<file path="src/rtl/mips_idex_stage.sv">
// mips_idex_stage: ID/EX pipeline register in front of the 32-bit MIPS ALU.
// It decodes the 4-bit ALU control from alu_op/funct and resolves EX/MEM and
// MEM/WB forwarding when an instruction is captured. It then holds A, B,
// alu_ctl and dest for the ALU behind a single-entry valid/ready handshake.
//
// Handshake: a transfer happens on a rising edge where valid & ready are both
// high. The producer keeps its payload stable while valid is high and ready
// is low. The payload is only meaningful while valid is high.
// in_ready = !out_valid | out_ready, so a consume and a new capture can happen
// on the same edge and no bubble is inserted. flush kills the held entry and
// also blocks capture on that edge.
//
// Optional build macro MIPS_IDEX_ILLEGAL_TRAP_EN adds an 'illegal' output.
// When it is defined, an illegal decode (alu_ctl 15) is presented with zeroed
// operands and dest 0, so that no writeback takes place.
module mips_idex_stage #(
    parameter int DATA_W = 32,
    parameter int REG_AW = 5
) (
    input  logic              clk,
    input  logic              rst,
    input  logic              in_valid,
    output logic              in_ready,
    input  logic [1:0]        alu_op,
    input  logic [5:0]        funct,
    input  logic [REG_AW-1:0] rs_addr,
    input  logic [REG_AW-1:0] rt_addr,
    input  logic [DATA_W-1:0] rs_data,
    input  logic [DATA_W-1:0] rt_data,
    input  logic [REG_AW-1:0] rd_addr,
    input  logic              use_imm,
    input  logic [15:0]       imm,
    input  logic              exmem_wr,
    input  logic [REG_AW-1:0] exmem_rd,
    input  logic [DATA_W-1:0] exmem_data,
    input  logic              memwb_wr,
    input  logic [REG_AW-1:0] memwb_rd,
    input  logic [DATA_W-1:0] memwb_data,
    input  logic              flush,
    output logic              out_valid,
    input  logic              out_ready,
    output logic [3:0]        alu_ctl,
    output logic [DATA_W-1:0] a,
    output logic [DATA_W-1:0] b,
`ifdef MIPS_IDEX_ILLEGAL_TRAP_EN
    output logic              illegal,
`endif
    output logic [REG_AW-1:0] dest
);

    localparam logic [3:0] CTL_AND = 4'd0;
    localparam logic [3:0] CTL_OR  = 4'd1;
    localparam logic [3:0] CTL_ADD = 4'd2;
    localparam logic [3:0] CTL_SUB = 4'd6;
    localparam logic [3:0] CTL_SLT = 4'd7;
    localparam logic [3:0] CTL_NOR = 4'd12;
    localparam logic [3:0] CTL_BAD = 4'd15;

    logic              capture;
    logic              consume;
    logic [3:0]        ctl_dec;
    logic              ctl_bad;
    logic [DATA_W-1:0] rs_fwd;
    logic [DATA_W-1:0] rt_fwd;
    logic [DATA_W-1:0] imm_ext;
    logic [DATA_W-1:0] b_sel;
    logic [DATA_W-1:0] a_nxt;
    logic [DATA_W-1:0] b_nxt;
    logic [REG_AW-1:0] dest_nxt;

    // Handshake qualifiers: flush always wins over a capture.
    always_comb begin
        in_ready = !out_valid || out_ready;
        capture  = in_valid && in_ready && !flush;
        consume  = out_valid && out_ready;
    end

    // ALU control decode from alu_op and funct.
    always_comb begin
        ctl_dec = CTL_BAD;
        case (alu_op)
            2'b00: ctl_dec = CTL_ADD;
            2'b01: ctl_dec = CTL_SUB;
            2'b10: begin
                case (funct)
                    6'd32:   ctl_dec = CTL_ADD;
                    6'd34:   ctl_dec = CTL_SUB;
                    6'd36:   ctl_dec = CTL_AND;
                    6'd37:   ctl_dec = CTL_OR;
                    6'd39:   ctl_dec = CTL_NOR;
                    6'd42:   ctl_dec = CTL_SLT;
                    default: ctl_dec = CTL_BAD;
                endcase
            end
            default: ctl_dec = CTL_BAD;
        endcase
        ctl_bad = (ctl_dec == CTL_BAD);
    end

    // rs forwarding: EX/MEM beats MEM/WB, and register 0 is never forwarded.
    always_comb begin
        rs_fwd = rs_data;
        if (exmem_wr && (exmem_rd == rs_addr) && (rs_addr != '0))
            rs_fwd = exmem_data;
        else if (memwb_wr && (memwb_rd == rs_addr) && (rs_addr != '0))
            rs_fwd = memwb_data;
    end

    // rt forwarding, with the same priority rules as rs.
    always_comb begin
        rt_fwd = rt_data;
        if (exmem_wr && (exmem_rd == rt_addr) && (rt_addr != '0))
            rt_fwd = exmem_data;
        else if (memwb_wr && (memwb_rd == rt_addr) && (rt_addr != '0))
            rt_fwd = memwb_data;
    end

    // Immediate extension: logical ops (AND/OR) zero-extend, all others sign-extend.
    always_comb begin
        if ((ctl_dec == CTL_AND) || (ctl_dec == CTL_OR))
            imm_ext = {{(DATA_W-16){1'b0}}, imm};
        else
            imm_ext = {{(DATA_W-16){imm[15]}}, imm};
        b_sel = use_imm ? imm_ext : rt_fwd;
    end

    // Next-entry payload; illegal entries are neutralised when the trap is built in.
    always_comb begin
        a_nxt    = rs_fwd;
        b_nxt    = b_sel;
        dest_nxt = rd_addr;
`ifdef MIPS_IDEX_ILLEGAL_TRAP_EN
        if (ctl_bad) begin
            a_nxt    = '0;
            b_nxt    = '0;
            dest_nxt = '0;
        end
`endif
    end

    // Valid flag: flush kills the entry, a capture loads it, a consume drains it.
    always_ff @(posedge clk or posedge rst) begin
        if (rst)
            out_valid <= 1'b0;
        else if (flush)
            out_valid <= 1'b0;
        else if (capture)
            out_valid <= 1'b1;
        else if (consume)
            out_valid <= 1'b0;
    end

    // Payload registers load only on capture, so they are bit-stable during stalls.
    always_ff @(posedge clk or posedge rst) begin
        if (rst) begin
            alu_ctl <= '0;
            a       <= '0;
            b       <= '0;
            dest    <= '0;
        end else if (capture) begin
            alu_ctl <= ctl_dec;
            a       <= a_nxt;
            b       <= b_nxt;
            dest    <= dest_nxt;
        end
    end

`ifdef MIPS_IDEX_ILLEGAL_TRAP_EN
    // Illegal flag travels with the entry and obeys the same load/hold rules.
    always_ff @(posedge clk or posedge rst) begin
        if (rst)
            illegal <= 1'b0;
        else if (capture)
            illegal <= ctl_bad;
    end
`endif

endmodule

</file>
<file path="config.mk">
export PLATFORM = sky130hd
export DESIGN_NAME = mips_idex_stage
export DESIGN_NICKNAME = d
export VERILOG_FILES = /design/src/rtl/mips_idex_stage.sv
export SDC_FILE = /design/constraint.sdc
export NUM_CORES = 1
export LEC_CHECK = 0
export BUFFER_PORTS_ARGS = -buffer_cell sky130_fd_sc_hd__buf_2
export CAP_MARGIN = 20
export CORE_MARGIN = 2
export CORE_UTILIZATION = 40
export DETAILED_ROUTE_END_ITERATION = 16
export PLACE_DENSITY = 0.86
export REMOVE_ABC_BUFFERS = 1
export SKIP_CTS_REPAIR_TIMING = 1
export SYNTH_ARGS = -nofsm -noshare
export SYNTH_HDL_FRONTEND = slang
export SYNTH_SLANG_ARGS = --single-unit
</file>
<file path="constraint.sdc">
create_clock -name clk -period 4.8 [get_ports clk]
set_clock_uncertainty 0.15 [all_clocks]
set_input_delay 0.48 -clock clk [delete_from_list [all_inputs] [get_ports clk]]
set_output_delay 0.48 -clock clk [all_outputs]
set_load 0.03 [all_outputs]
</file>
Word-level counts from Yosys, hierarchy flattened:

Index checks and enable logic that the tools add are counted.

* equality and inequality tests: 13
* mux-type cells: 11
* reductions and logical operators: 20

Operators by type and width (number)
* two-way mux 32 bit: 6
* equality test 6 bit, second input constant: 6
* case mux 4 bit (6 select lines): 1
* equality test 5 bit: 4
* case mux 4 bit (3 select lines): 1
* logical AND 1 bit: 11
* nonzero test 5 bit: 2
* equality test 4 x 1 -> 1 bit, second input constant: 1
* logical NOT 4 bit: 1
* two-way mux 1 bit: 3
* nonzero test 3 bit: 1
* equality test 2 x 1 -> 1 bit, second input constant: 1
* equality test 2 bit, second input constant: 1
* logical NOT 1 bit: 2
* logical NOT 2 bit: 1
* logical OR 1 bit: 2

* register bits after elaboration: 74
* input port bits: 185
* output and inout bits: 75
* word-level logic and storage cells: 49

Logic depth before layout (Yosys ltp):

* depth in word-level cells: 7
* mapped depth: 8
* gate-level depth less buffers: 5

Worst setup path after synthesis:

No wires, ideal clock.

* path kind: input -> register
* start: input port rt_addr[1]
* end: register b[16]
* setup time: 126 ps
* data arrival time: 2293 ps
* data required time: 4524 ps
* setup slack: 2231 ps
* cell stages on the path: 8
* buffers on the path: 3
* path through: or4_1 a21bo_1 buf_6 and2_4 buf_6 buf_6 a221o_1 a221o_1

* longest elaborated chain between the ends: 6
* elaborated cells on any way between the ends: 10
* those cells by class: eq/ne: 2; mux: 3; reduce/logical: 5

Ends and longest elaborated chain
* start, declared: line 27 `input logic [REG_AW-1:0] rt_addr,`
* equality test 5 bit: line 114 `else if (memwb_wr && (memwb_rd == rt_addr) && (rt_addr != '0))`
* logical AND 1 bit (2 in a row): line 114
* two-way mux 32 bit: line 114
* two-way mux 32 bit (*): line 112 `if (exmem_wr && (exmem_rd == rt_addr) && (rt_addr != '0))`
* two-way mux 32 bit (*): line 124 `b_sel = use_imm ? imm_ext : rt_fwd;`
* end signal, assigned: line 163 `b <= b_nxt;`
* end, declared: line 44 `output logic [DATA_W-1:0] b,`

Every way passes the cells marked *; elsewhere a longest branch is shown, timed or not.
A chain may end at the register's enable or synchronous reset.

Worst setup path after layout:

* start: input port rt_addr[3]
* end: register b[24]

Same word-level chain as after synthesis.

==> out/metrics.csv <==
metric,value,unit
clk_latency,0.32,ns
synthMuxAreaShare,6.932,%
tightestPinTransition,1.094,ns
critPathCaptureType,flip-flop,
clock_sinks,74,
cpMostUsedCell,a221o_1,
synth_compound_area_share,25.91,%
die_area,12430,sq um
core-area,11370,sq um
synthTopCellsByArea,"dfrtp_1, a221o_1, mux2i_1, o221ai_1, nand2_1",
synth_edf_count,0,
synth_xor_area_share,3.601,%
cp_cell_sequence,buf_2 -> or4_1 -> a21bo_1 -> nand3_2 -> buf_4 -> a221o_1 -> a221o_1,
synth.distinct_cells,39,
crit_required,4.85,ns
synth_top_family_by_area,compound AO/OA/AOI/OAI gates,
cts_buffers,9,
grt_first_pass_wirelength,26050,microns
grt_usage,25.74,%
worst-endpoint-arrival,2.90,ns
ys_async_sr_fraction,100.0,%
fmax,351.4,MHz
cts-root-buf,clkbuf_16,
grt_pass1_vias,5066,
yosysWarnings,0,
setup_viol,0,
grt-ovfl-total,0,
crit_type,input pin to flip-flop,
ios,260,
slew_headroom,26.84,%
p_per_area,368.1,nW/um^2
ys_seq_area_share,40.08,%
place_worst_setup_slack,1.635,ns
status,finished clean,
synthSimpleGateAreaFrac,16.03,%
die_x,111.5,microns
drive_gt1_share,39.30,%
period_needed,2.846,ns
htreeDepth,3,
synth_fa_ha_area_share,0,%
finalHoldViolCount,0,
via_count,5122,
critPathTopFamily,compound AO/OA/AOI/OAI gates,
hp-class,input pin to async pin,
synth_top_cell_area_share,40.08,%
hpwl,11800,microns
drv_slew,0,
drtAntennaViolNets,0,
synthCells,513,
gp_congestion,0.8464,
rsz0062_at_grt,no,
placedCellCount,876,
setup_slack,1.954,ns
cp_slowest_cell,a21bo_1,
wl_per_cell,18.26,microns
firstDrtPassIters,7,
worst_ir_drop_vdd,0.2037,mV
vias_per_cell,5.749,
port_buffers,259,
antennaDiodeCount,0,
dieHeight,111.5,microns
synthesis.area,4621,sq um
cp_num_buf_inv,2,
clockBufferDepth,2,
drtIter0Drc,448,
n_fill_cell,1067,
crit_fanout,19,
wirelength,16270,microns
grt_max_degree,49,
fin_cells,891,
syn_area_per_cell,9.007,sq um
cp-start-kind,input pin,
antenna_found_initial,0,
rows,39,
start_util,40.64,%
drc,0,
r2r_slack,2.03,ns
final_util,56.14,%
yosysTopAreaCell,dfrtp_1,
power_leakage,3.133,nW
nNetsFinal,929,
min_period_over_period,59.28,%
cts_tree,yes,
synth_ff_type,dfrtp_1,
synthToLayoutAreaGrowth,38.13,%
clk_pin_slew,0.06,ns
critPathMaxStageDelay,0.56,ns
synth-seq-cells,74,
drv_cap,0,
-- metrics by stage --
| step | TNS (ns) | power [mW] | hold slack [ns] | cell area (sq um) |
|---|---|---|---|---|
| after detailed placement | 0 | 1.547 | 0.3050 | 6026 |
| after CTS | 0 | 2.364 | 0.08297 | 6382 |
| final | 0 | 2.349 | 0.07477 | 6382 |
| after global placement | 0 | 1.527 | 0.2992 | 5998 |
| after floorplan | -5.588 | 1.253 | 0.3964 | 4408 |
| after global routing | 0 | 2.458 | 0.1182 | 6382 |
-- synth_stat cells, types with 2 or more instances --
cell type	instances
dfrtp_1	74
nand2_1	57
clkbuf_1	40
nor2_1	37
inv_1	35
a221o_1	32
mux2i_1	32
o221ai_1	32
o21ai_0	20
a211oi_1	17
a21oi_1	16
a221oi_1	16
and3_1	16
and4_1	16
o22ai_1	15
xnor2_1	14
nand3_1	6
buf_2	5
xor2_1	5
buf_6	3
o211ai_1	3
nand2b_1	2
nand4_1	2
nor2b_1	2
nor3b_1	2
-- placed cells by master (no fill, tap or decap), types with 2 or more instances in the layout --
master     instances
clkbuf_16          9
and3_1            16
nor2b_1            2
and4_1            16
buf_2            259
o22ai_1           15
nor2_1            36
xor2_1             5
bufinv_16          4
xnor2_1           13
o21ai_0           20
a221oi_1          16
o221ai_1          32
nand2_1           57
inv_1             34
buf_4              9
o211ai_1           3
nand2b_1           2
dfrtp_1           74
nand4_1            2
nand3_1            5
a221o_1           32
mux2i_1           32
a211oi_1          16
a21oi_1           16
-- state kept, by name (all words and copies together), names as in the netlist --
name,count
out_valid,1
a,32
b,32
alu_ctl,4
dest,5
-- final cells by class --
cell class,count,area (sq um),share of cell area [%]
tap,143,178.9,2.803
clock buffer,10,229.0,3.588
timing repair buffer,269,1391,21.80
sequential,74,1852,29.01
inverter,35,132.6,2.078
clock inverter,5,127.6,2.000
multi-input combinational,355,2471,38.72
-- power by group --
group / switching (mW) / internal [mW] / total (mW)
clock: 0.253 / 0.558 / 0.811
sequential: 0.0664 / 0.732 / 0.799
combinational: 0.474 / 0.265 / 0.739
-- per-layer routing --
| metal | wire [microns] | vias to the layer above | part of all wire [%] | global-route usage (%) |
|---|---|---|---|---|
| met5 | 0 | - | 0 | 0 |
| met4 | 324 | 0 | 2.0 | 7.737 |
| met3 | 1198 | 37 | 7.4 | 4.246 |
| met2 | 8076 | 270 | 50 | 45.04 |
| met1 | 6675 | 2427 | 41 | 32.79 |
| li1 | - | 2388 | - | - |
-- path summary, 6_finish.rpt --
kind | start | end | depth (start not counted)
setup / recovery | rt_addr[3] | b[24]$_DFFE_PP0P_ | 7
hold / removal | rst | b[12]$_DFFE_PP0P_ | 2
setup reg to reg | out_valid$_DFFE_PP0P_ | a[19]$_DFFE_PP0P_ | 6
hold reg to reg | alu_ctl[3]$_DFFE_PP0P_ | alu_ctl[3]$_DFFE_PP0P_ | 2
max in group asynchronous | rst | b[22]$_DFFE_PP0P_ | 3
min in group clk | rd_addr[4] | dest[4]$_DFFE_PP0P_ | 3
-- cell families (layout without fill, tap and decap cells) --
kind of cell,count (synthesis),count (layout)
buffers and inverters,84,319
XOR/XNOR,19,19
flip-flops,74,74
multiplexers,32,32
AO/OA/AOI/OAI,155,155
AND/OR/NAND/NOR,149,149
Note: power is estimated with default switching activity, not from simulation.
